`src/rtl/mips_multicycle.sv`:
```
// mips_multicycle -- multicycle MIPS subset core (lw, sw, add, sub, and, or,
// slt, beq, addi, j) with a single request/ready memory port shared by
// instruction fetch and data access. Undefined opcodes or functs park the
// core in TRAP until reset.
//
// Ports:
//   clk        rising-edge clock
//   reset      synchronous active-high reset
//   mem_req    memory access request (FETCH, MEMREAD, MEMWRITE)
//   mem_we     1 = write, 0 = read; only meaningful while mem_req=1
//   mem_addr   byte address (low ADDR_W bits of the 32-bit address)
//   mem_wdata  store data
//   mem_rdata  read data, sampled in the cycle mem_ready=1
//   mem_ready  completes the pending access
//   pc         current program counter
//   Instr      instruction register
//   state      FSM state code
//   trap       high while in TRAP
module mips_multicycle #(
    parameter logic [31:0] RESET_PC = 32'h0000_0000,
    parameter int          ADDR_W   = 32
) (
    input  logic              clk,
    input  logic              reset,
    output logic              mem_req,
    output logic              mem_we,
    output logic [ADDR_W-1:0] mem_addr,
    output logic [31:0]       mem_wdata,
    input  logic [31:0]       mem_rdata,
    input  logic              mem_ready,
    output logic [31:0]       pc,
    output logic [31:0]       Instr,
    output logic [3:0]        state,
    output logic              trap
);

    typedef enum logic [3:0] {
        S_FETCH    = 4'd0,
        S_DECODE   = 4'd1,
        S_MEMADR   = 4'd2,
        S_MEMREAD  = 4'd3,
        S_MEMWB    = 4'd4,
        S_MEMWRITE = 4'd5,
        S_EXECUTE  = 4'd6,
        S_ALUWB    = 4'd7,
        S_BRANCH   = 4'd8,
        S_ADDIEXEC = 4'd9,
        S_ADDIWB   = 4'd10,
        S_JUMP     = 4'd11,
        S_TRAP     = 4'd12
    } state_t;

    localparam logic [5:0] OP_RTYPE = 6'h00;
    localparam logic [5:0] OP_LW    = 6'h23;
    localparam logic [5:0] OP_SW    = 6'h2B;
    localparam logic [5:0] OP_BEQ   = 6'h04;
    localparam logic [5:0] OP_ADDI  = 6'h08;
    localparam logic [5:0] OP_J     = 6'h02;

    function automatic logic funct_ok_f(input logic [5:0] f);
        return (f == 6'h20) || (f == 6'h22) || (f == 6'h24) ||
               (f == 6'h25) || (f == 6'h2A);
    endfunction

    function automatic logic [2:0] alu_ctl_f(input logic [5:0] f);
        case (f)
            6'h24:   return 3'b000;
            6'h25:   return 3'b001;
            6'h22:   return 3'b110;
            6'h2A:   return 3'b111;
            default: return 3'b010;
        endcase
    endfunction

    function automatic logic [31:0] alu_f(input logic [31:0] a, input logic [31:0] b,
                                          input logic [2:0] ctl);
        logic signed [31:0] sa;
        logic signed [31:0] sb;
        sa = a;
        sb = b;
        case (ctl)
            3'b000:  return a & b;
            3'b001:  return a | b;
            3'b110:  return a - b;
            3'b111:  return (sa < sb) ? 32'd1 : 32'd0;
            default: return a + b;
        endcase
    endfunction

    state_t      state_q, state_d;
    logic [31:0] pc_q, pc_d;
    logic [31:0] instr_q, instr_d;
    logic [31:0] a_q, a_d;
    logic [31:0] b_q, b_d;
    logic [31:0] aluout_q, aluout_d;
    logic [31:0] data_q, data_d;
    logic [31:0] rf_q [32];

    logic        rf_we;
    logic [4:0]  rf_waddr;
    logic [31:0] rf_wdata;
    logic [31:0] addr_full;

    logic [5:0]  opcode, funct;
    logic [4:0]  rs, rt, rd;
    logic [31:0] sign_imm, rs_val, rt_val;

    assign opcode   = instr_q[31:26];
    assign rs       = instr_q[25:21];
    assign rt       = instr_q[20:16];
    assign rd       = instr_q[15:11];
    assign funct    = instr_q[5:0];
    assign sign_imm = {{16{instr_q[15]}}, instr_q[15:0]};
    // $0 is hardwired: never read from storage
    assign rs_val   = (rs == 5'd0) ? 32'd0 : rf_q[rs];
    assign rt_val   = (rt == 5'd0) ? 32'd0 : rf_q[rt];

    always_comb begin
        state_d  = state_q;
        pc_d     = pc_q;
        instr_d  = instr_q;
        a_d      = a_q;
        b_d      = b_q;
        aluout_d = aluout_q;
        data_d   = data_q;
        rf_we    = 1'b0;
        rf_waddr = 5'd0;
        rf_wdata = 32'd0;
        case (state_q)
            S_FETCH: begin
                if (mem_ready) begin
                    instr_d = mem_rdata;
                    pc_d    = pc_q + 32'd4;
                    state_d = S_DECODE;
                end
            end
            S_DECODE: begin
                a_d      = rs_val;
                b_d      = rt_val;
                // branch target parked in ALUOut; pc is already pc+4 here
                aluout_d = pc_q + (sign_imm << 2);
                case (opcode)
                    OP_LW, OP_SW: state_d = S_MEMADR;
                    OP_RTYPE:     state_d = funct_ok_f(funct) ? S_EXECUTE : S_TRAP;
                    OP_BEQ:       state_d = S_BRANCH;
                    OP_ADDI:      state_d = S_ADDIEXEC;
                    OP_J:         state_d = S_JUMP;
                    default:      state_d = S_TRAP;
                endcase
            end
            S_MEMADR: begin
                aluout_d = a_q + sign_imm;
                state_d  = (opcode == OP_SW) ? S_MEMWRITE : S_MEMREAD;
            end
            S_MEMREAD: begin
                if (mem_ready) begin
                    data_d  = mem_rdata;
                    state_d = S_MEMWB;
                end
            end
            S_MEMWB: begin
                rf_we    = 1'b1;
                rf_waddr = rt;
                rf_wdata = data_q;
                state_d  = S_FETCH;
            end
            S_MEMWRITE: begin
                if (mem_ready) state_d = S_FETCH;
            end
            S_EXECUTE: begin
                aluout_d = alu_f(a_q, b_q, alu_ctl_f(funct));
                state_d  = S_ALUWB;
            end
            S_ALUWB: begin
                rf_we    = 1'b1;
                rf_waddr = rd;
                rf_wdata = aluout_q;
                state_d  = S_FETCH;
            end
            S_BRANCH: begin
                if (a_q == b_q) pc_d = aluout_q;
                state_d = S_FETCH;
            end
            S_ADDIEXEC: begin
                aluout_d = a_q + sign_imm;
                state_d  = S_ADDIWB;
            end
            S_ADDIWB: begin
                rf_we    = 1'b1;
                rf_waddr = rt;
                rf_wdata = aluout_q;
                state_d  = S_FETCH;
            end
            S_JUMP: begin
                pc_d    = {pc_q[31:28], instr_q[25:0], 2'b00};
                state_d = S_FETCH;
            end
            S_TRAP:  state_d = S_TRAP;
            default: state_d = S_TRAP;
        endcase
    end

    always_ff @(posedge clk) begin
        if (reset) state_q <= S_FETCH;
        else       state_q <= state_d;
    end

    always_ff @(posedge clk) begin
        if (reset) begin
            pc_q     <= RESET_PC;
            instr_q  <= 32'd0;
            a_q      <= 32'd0;
            b_q      <= 32'd0;
            aluout_q <= 32'd0;
            data_q   <= 32'd0;
        end else begin
            pc_q     <= pc_d;
            instr_q  <= instr_d;
            a_q      <= a_d;
            b_q      <= b_d;
            aluout_q <= aluout_d;
            data_q   <= data_d;
        end
    end

    // Register file is deliberately not cleared by reset; reset only blocks
    // an in-flight writeback.
    always_ff @(posedge clk) begin
        if (!reset && rf_we && (rf_waddr != 5'd0)) rf_q[rf_waddr] <= rf_wdata;
    end

    // While reset is held the port already looks like FETCH at RESET_PC, so a
    // store caught mid-access is never presented as a write.
    always_comb begin
        mem_req   = 1'b0;
        mem_we    = 1'b0;
        addr_full = aluout_q;
        if (reset) begin
            mem_req   = 1'b1;
            addr_full = RESET_PC;
        end else begin
            case (state_q)
                S_FETCH: begin
                    mem_req   = 1'b1;
                    addr_full = pc_q;
                end
                S_MEMREAD:  mem_req = 1'b1;
                S_MEMWRITE: begin
                    mem_req = 1'b1;
                    mem_we  = 1'b1;
                end
                default: mem_req = 1'b0;
            endcase
        end
    end

    assign mem_addr  = addr_full[ADDR_W-1:0];
    assign mem_wdata = b_q;
    assign pc        = pc_q;
    assign Instr     = instr_q;
    assign state     = state_q;
    assign trap      = (state_q == S_TRAP);

endmodule
```
`config.mk`:
```
export PLATFORM = sky130hd
export DESIGN_NAME = mips_multicycle
export DESIGN_NICKNAME = d
export VERILOG_FILES = /design/src/rtl/mips_multicycle.sv
export SDC_FILE = /design/constraint.sdc
export NUM_CORES = 2
export LEC_CHECK = 0
export BUFFER_PORTS_ARGS = -buffer_cell sky130_fd_sc_hd__buf_2
export CORE_ASPECT_RATIO = 1.25
export CORE_UTILIZATION = 40
export DETAILED_ROUTE_END_ITERATION = 16
export GPL_TIMING_DRIVEN = 1
export HOLD_SLACK_MARGIN = 0.15
export MAX_ROUTING_LAYER = met4
export SLEW_MARGIN = 40
export SYNTH_ARGS = -nofsm -noshare
export SYNTH_HDL_FRONTEND = slang
export SYNTH_SLANG_ARGS = --single-unit
```
`constraint.sdc`:
```
create_clock -name clk -period 3.57 [get_ports clk]
set_clock_uncertainty 0.1 [all_clocks]
set_input_delay 0.1785 -clock clk [delete_from_list [all_inputs] [get_ports clk]]
set_output_delay 0.1785 -clock clk [all_outputs]
set_load 0.05 [all_outputs]
```
* Word-level counts from Yosys, hierarchy flattened *
Memory sizes are Yosys's and may differ from the RTL's. A register that Yosys moved wholly into a read port is not among the register bits.
Cells that the tools add are included.

cells by class
  $add $sub $neg = 5
  $lt $le $gt $ge = 1
  equality and inequality tests = 30
  multiplexer cells = 32
  bitwise logic cells = 3
  reductions and logical operators = 28

operators with widths
  cell                     count
  $mux W32                 6
  $pmux W32 S3             2
  $pmux W32 S4             1
  $add A32 B32 Y32         3
  $pmux W32 S2             1
  $eq A6 B6 Y1 const B     7
  $add A32 B3 Y32 const B  1
  $and A32 B32 Y32         1
  $eq A32 B32 Y1           1
  $lt A32 B32 Y1           1
  $or A32 B32 Y32          1
  $pmux W4 S8              1
  $sub A32 B32 Y32         1
  $eq A4 B4 Y1 const B     5
  $mux W5                  4
  $pmux W4 S5              1
  $eq A4 B3 Y1 const B     4
  $mux W4                  4
  $pmux W3 S4              1
  $logic_not A5 Y1         2
  $pmux W5 S2              1
  $eq A4 B2 Y1 const B     2
  $mux W1                  8
  $ne A2 B2 Y1 const B     4
  23 further kinds         36

storage, ports and cells
  register bits = 196
  bits in writable memories = 1024
  bits of input ports = 35
  memories kept = 1

memories
  memory  depth  width  rd ports  clocked after memory_dff  wr ports  RTL line  text
  rf_q    32     32     2         2                         1         97        logic [31:0] rf_q [32];

* Logic depth before layout (Yosys ltp) *
  depth after elaboration = 8
  mapped depth = 14
  mapped depth without buffers = 14

* Least setup slack after synthesis *
Ideal clock, no wire load.

  path kind = register -> register
  start point = register instr_q[15] (netlist: Instr[15])
  end point = memory rf_q[20][0], enable pin
  data arrival time = 3.587 ns
  data required time = 3.049 ns
  path slack = -0.538 ns
  stages on the path, launching flop included = 6
  cell sequence = dfxtp_1 -> a22oi_1 -> nor2_1 -> a21oi_1 -> or3b_1 -> nor2_1

between the ends
  word-level cells in the longest chain between the ends = 5

ends and longest elaborated chain
  what                           RTL line  text
  start: declaration             92        logic [31:0] instr_q, instr_d;
  start signal: assignment       218       instr_q <= instr_d;
  $pmux W5 S2 (*)                129       case (state_q)
  $reduce_bool A5 Y1             229       if (!reset && rf_we && (rf_waddr != 5'd0)) rf_q[rf_waddr] <= rf_wdata;
  $logic_and A1 B1 Y1            229
  $mux W1                        229
  $mux W1 (not written as such)  229
  end: declaration               97

Mark *: on every way between the ends. The rest lies on a longest branch, timed or not.

* Final worst setup path *
  start point = register b_q[0] (netlist: mem_wdata[0])
  end point = register aluout_q[30]

between the ends
  word-level cells in the longest chain between the ends = 3
  elaborated cells between the ends (all ways) = 4
  those cells by class = add/sub: 2; mux: 2

ends and longest elaborated chain
  what                                                  RTL line  text
  start: declaration                                    94        logic [31:0] b_q, b_d;
  start signal: assignment                              213       b_q <= 32'd0;
  start signal: assignment                              220       b_q <= b_d;
  $add A32 B32 Y32 or $sub A32 B32 Y32 (tied branches)  86, 84
  $pmux W32 S4 (*)                                      81        case (ctl)
  $pmux W32 S3 (*)                                      129
  end signal: assignment                                221       aluout_q <= aluout_d;
  end: declaration                                      95        logic [31:0] aluout_q, aluout_d;

Marks and branches as above.
A chain may end at the register's enable or synchronous reset.

==> PnR_summary.wiki <==
{| class="wikitable"
! Metric !! Value
|-
| Outcome || finished clean
|-
| Area enclosed by the die boundary || 161500 um^2
|-
| Number of violations reported at the end of detailed-routing iteration 0 || 5265
|-
| Required time of the critical path || 4120 ps
|-
| Crit end category || flop
|-
| Avg Cell Area, Syn || 14.58 um^2
|-
| Actual slew at the worst max-slew pin || 935.7 ps
|-
| Comb power frac || 36.5%
|-
| Total setup violations reported at the end of the flow || 0
|-
| Number of nets with antenna violations after detailed routing || 0
|-
| Avg WL per Cell || 31.13 um
|-
| Cell with the largest stage delay on the worst path || sky130_fd_sc_hd__or3_4
|-
| Final count of hold timing violations || 0
|-
| Fraction of layout instances using a drive strength above 1 || 31.55%
|-
| Detail Placement HPWL || around 150000 um
|-
| Routability Congestion || just under 1
|-
| Count of input and output buffers || about 170
|-
| Cell Count, Final, Fillers Out || 7098
|-
| Seq cells post-synth || about 1200
|-
| Share of flip-flops with an asynchronous set or reset after synthesis || 0%
|-
| Final worst path period share || 95.14%
|-
| Y dimension of the die || 449.1 um
|-
| Placeable core region || 158300 um^2
|-
| Largest net degree at the start of global routing || 124
|-
| Reg power frac || approximately a third
|-
| Area delta synth->final || 19.52%
|-
| Complex-gate fraction of the synthesized area || around 9%
|-
| Final-report max-slew violation count || 0
|-
| Initial standard-cell utilization of the core || 40.42%
|-
| Kind of path behind the tightest hold check || input port to flop
|-
| TritonCTS buffer count || between 100 and 150
|-
| TritonCTS clock tree || done
|-
| Sequential cell area fraction in the yosys report || 54.51%
|-
| Crit-path cells || ha_1, inv_1, fa_2, nand2b_4, a211oi_2, or3_4, a31oi_4, o21ai_4, a211o_1, buf_4, a31oi_1, xor2_1, a221oi_2, o21ai_1
|-
| Global-route congestion overflow total || 0
|-
| Clock slew at reported path FFs || 60 ps
|-
| Worst r2r src || mem_wdata[0]
|-
| Warnings, synthesis || 0
|-
| Number of unique standard cell types used by synthesis || 93
|-
| Critical Path Start || mem_wdata[0]
|-
| Crit path largest cell delay || 400 ps
|-
| Data arrival time of the critical path || a little under 4000 ps
|-
| Max Clock Freq || just under 0.3 GHz
|-
| Leading register cell type out of synthesis || sky130_fd_sc_hd__edfxtp_1
|-
| Io pins || 170
|-
| Number of buffers on the longest clock path || 3
|-
| Standard-cell row count || approximately 160
|-
| Hold slack || 204.8 ps
|-
| Placed Cells || 6803
|-
| Instance count of the mapped netlist || 4388
|-
| P per Cell Area || approximately 630 nW/um^2
|-
| CTS HTree Levels || 3
|-
| Latest clock arrival within the worst-skew pair || 780 ps
|-
| Cell type with the highest aggregate area in the netlist || sky130_fd_sc_hd__edfxtp_1
|-
| Initial antenna violation count || 1
|-
| Share of power burned in the clock network || 28.2%
|-
| Int Power || slightly above 30000 uW
|-
| Buffer count from post-CTS setup fixing || 0
|-
| Clock root buffer || sky130_fd_sc_hd__clkbuf_16
|-
| Area share of and/or/nand/nor cells after synthesis || ~6.3%
|-
| Period minus WS final || 3397 ps
|-
| Peak fanout along the critical path || 4
|-
| Mux share of post-synthesis cell area || 23.64%
|-
| Via count of the first global-routing pass || between 40000 and 50000
|-
| Layout Nets || 5126
|-
| Ant diodes || 0
|-
| First-pass GRT wire length || 315900 um
|-
| Startpoint Class || flop
|-
| Total net switching power || 17530 uW
|-
| MaxCap Viol Count || 0
|-
| Category of the most critical setup path || flop to flop
|-
| GRT Total Usage || 27.81%
|-
| Synth Cell Area || 63970 um^2
|-
| Max-slew headroom || ~38%
|-
| Die W || around 360 um
|-
| Clock sink total || around 1200
|-
| Main combinational cell family by area after synthesis || multiplexers
|-
| Static leakage || 0.02272 uW
|-
| Fraction of synthesized cell area taken by the top area cell type || 48.07%
|-
| Number of search-and-repair iterations in the first detailed-routing pass || 6
|-
| Worst ir drop on vdd || 0.4184 mV
|-
| Detailed-route via count || 44230
|-
| Post-layout utilization of the core || 48.31%
|-
| Largest cells by area after synthesis || sky130_fd_sc_hd__edfxtp_1 48%, sky130_fd_sc_hd__mux4_2 23%, sky130_fd_sc_hd__dfxtp_1 6.4%
|-
| # DRC || 0
|-
| Commonest non-fill, non-tap cells in the layout || 1024 x sky130_fd_sc_hd__edfxtp_1, 640 x sky130_fd_sc_hd__mux4_2, 360 x sky130_fd_sc_hd__buf_4, 335 x sky130_fd_sc_hd__a21oi_1, 322 x sky130_fd_sc_hd__nor2_1
|-
| Leading cell type in the layout, fill and taps excluded || sky130_fd_sc_hd__edfxtp_1
|-
| Hold path start || mem_rdata[13]
|-
| Average vias per placed instance || between 6 and 7
|-
| Area share of fa/ha/maj cells after synthesis || 3.212%
|-
| Parity-gate share of the synthesized area counting xor and xnor cells || 0.9995%
|-
| Count of flip-flops with a built-in enable after synthesis || 1024
|-
| Share of total power consumed by net switching || 36.58%
|-
| Setup repair after global routing missed its margin || false
|-
| Total wirelength of the detailed-routed design || 220900 um
|}
-- registers in the layout, indices dropped and copies added, names as in the netlist, named ones only --
register and flops:
Instr 32, a_q 32, pc 32, data_q 32, rf_q 1024, mem_wdata 32
aluout_q 32, state 4
-- layout make-up --
class                      count  area (um^2)
sequential                  1230        34920
timing repair buffer         704         6380
inverter                     110        412.9
tap                         2062         2580
clock buffer                 141         3137
multi-input combinational   2765        28020
clock inverter                86         1002
fill                       13520        81810
-- path summary, 6_finish.rpt --
check        cells past startpoint           end  slack, ps
max                             14  aluout_q[30]        170
min                              4    data_q[13]        200
max reg2reg                     14  aluout_q[30]        170
min reg2reg                      2     data_q[6]        360
-- critical path, delay by kind of cell, from the launching register on --
kind,cells,cell delay (ps)
flops,1,390
fa+ha+maj,2,580
buf+inv,2,230
compound gates,7,1370
simple gates,2,500
xor+xnor,1,110
-- power by group through the flow --
| stage | clock, uW | combinational [uW] | sequential [uW] |
|---|---|---|---|
| 2_1_floorplan | 0 | 10100 | 17300 |
| 3_3_place_gp | 0 | 17100 | 17200 |
| 3_5_place_dp | 0 | 17200 | 17200 |
| 4_1_cts | 13700 | 17300 | 16900 |
| 5_1_grt | 14200 | 18500 | 16900 |
| 6_report | 13500 | 17500 | 16900 |
-- cell usage after synthesis, drive strengths merged, types with 9 or more instances --
library cell / number
xor2: 19
o21a: 19
nand2b: 19
a22oi: 26
and2: 14
o21bai: 21
a31oi: 18
a22o: 36
nand3: 47
clkbuf: 232
a221oi: 24
nand4: 18
a222oi: 12
buf: 82
nor2: 355
a311oi: 10
a21o: 47
or3: 9
inv: 109
a211oi: 43
edfxtp: 1024
nor2b: 22
o211ai: 20
nand2: 321
o221ai: 14
and3: 20
nor3: 52
mux2i: 71
a21oi: 337
ha: 157
mux4: 640
or4: 9
o21ai: 127
o31ai: 13
o22ai: 14
xnor2: 54
nor4: 12
a221o: 9
dfxtp: 206
-- layer usage --
metal / wire (um) / vias to the layer above / track usage, %
met5: 0 / - / -
met4: 9739 / 0 / 11.24
met3: 14750 / 455 / 3.639
met2: 113200 / 1991 / 47.58
met1: 83220 / 23100 / 33.20
li1: - / 18690 / -
-- kinds of logic (layout without fill, tap and decap cells) --
| family | count (synthesis) | in the layout |
|---|---|---|
| DFF | 1230 | 1230 |
| AOI/OAI and AO/OA | 865 | 865 |
| muxes | 711 | 711 |
| and+or+nand+nor | 922 | 922 |
| adders and majority gates | 162 | 162 |
| xor gates and xnor gates | 73 | 73 |
| buffers and inverters | 424 | 1041 |
| other | 1 | 32 |
-- per-stage QoR --
stage               setup slack, ps  power [uW]  cell area [um^2]  TNS, ps
finish                        173.4       47920             76460        0
global route                  2.617       49610             76460        0
CTS                           20.18       47890             76340        0
detailed placement           -202.4       34380             71500   -241.2
global placement             -148.3       34370             71480   -183.4
floorplan                    -391.4       27340             64130  -235800
-- repair_timing --
item	4_1_cts	5_1_grt
hold buffers	68	0
hold endpoints to repair	149	0
endpoints found under the setup margin	5	20
resized for setup	4	27
pin swaps	0	4
No activity file was read; power rests on OpenSTA's default activity.
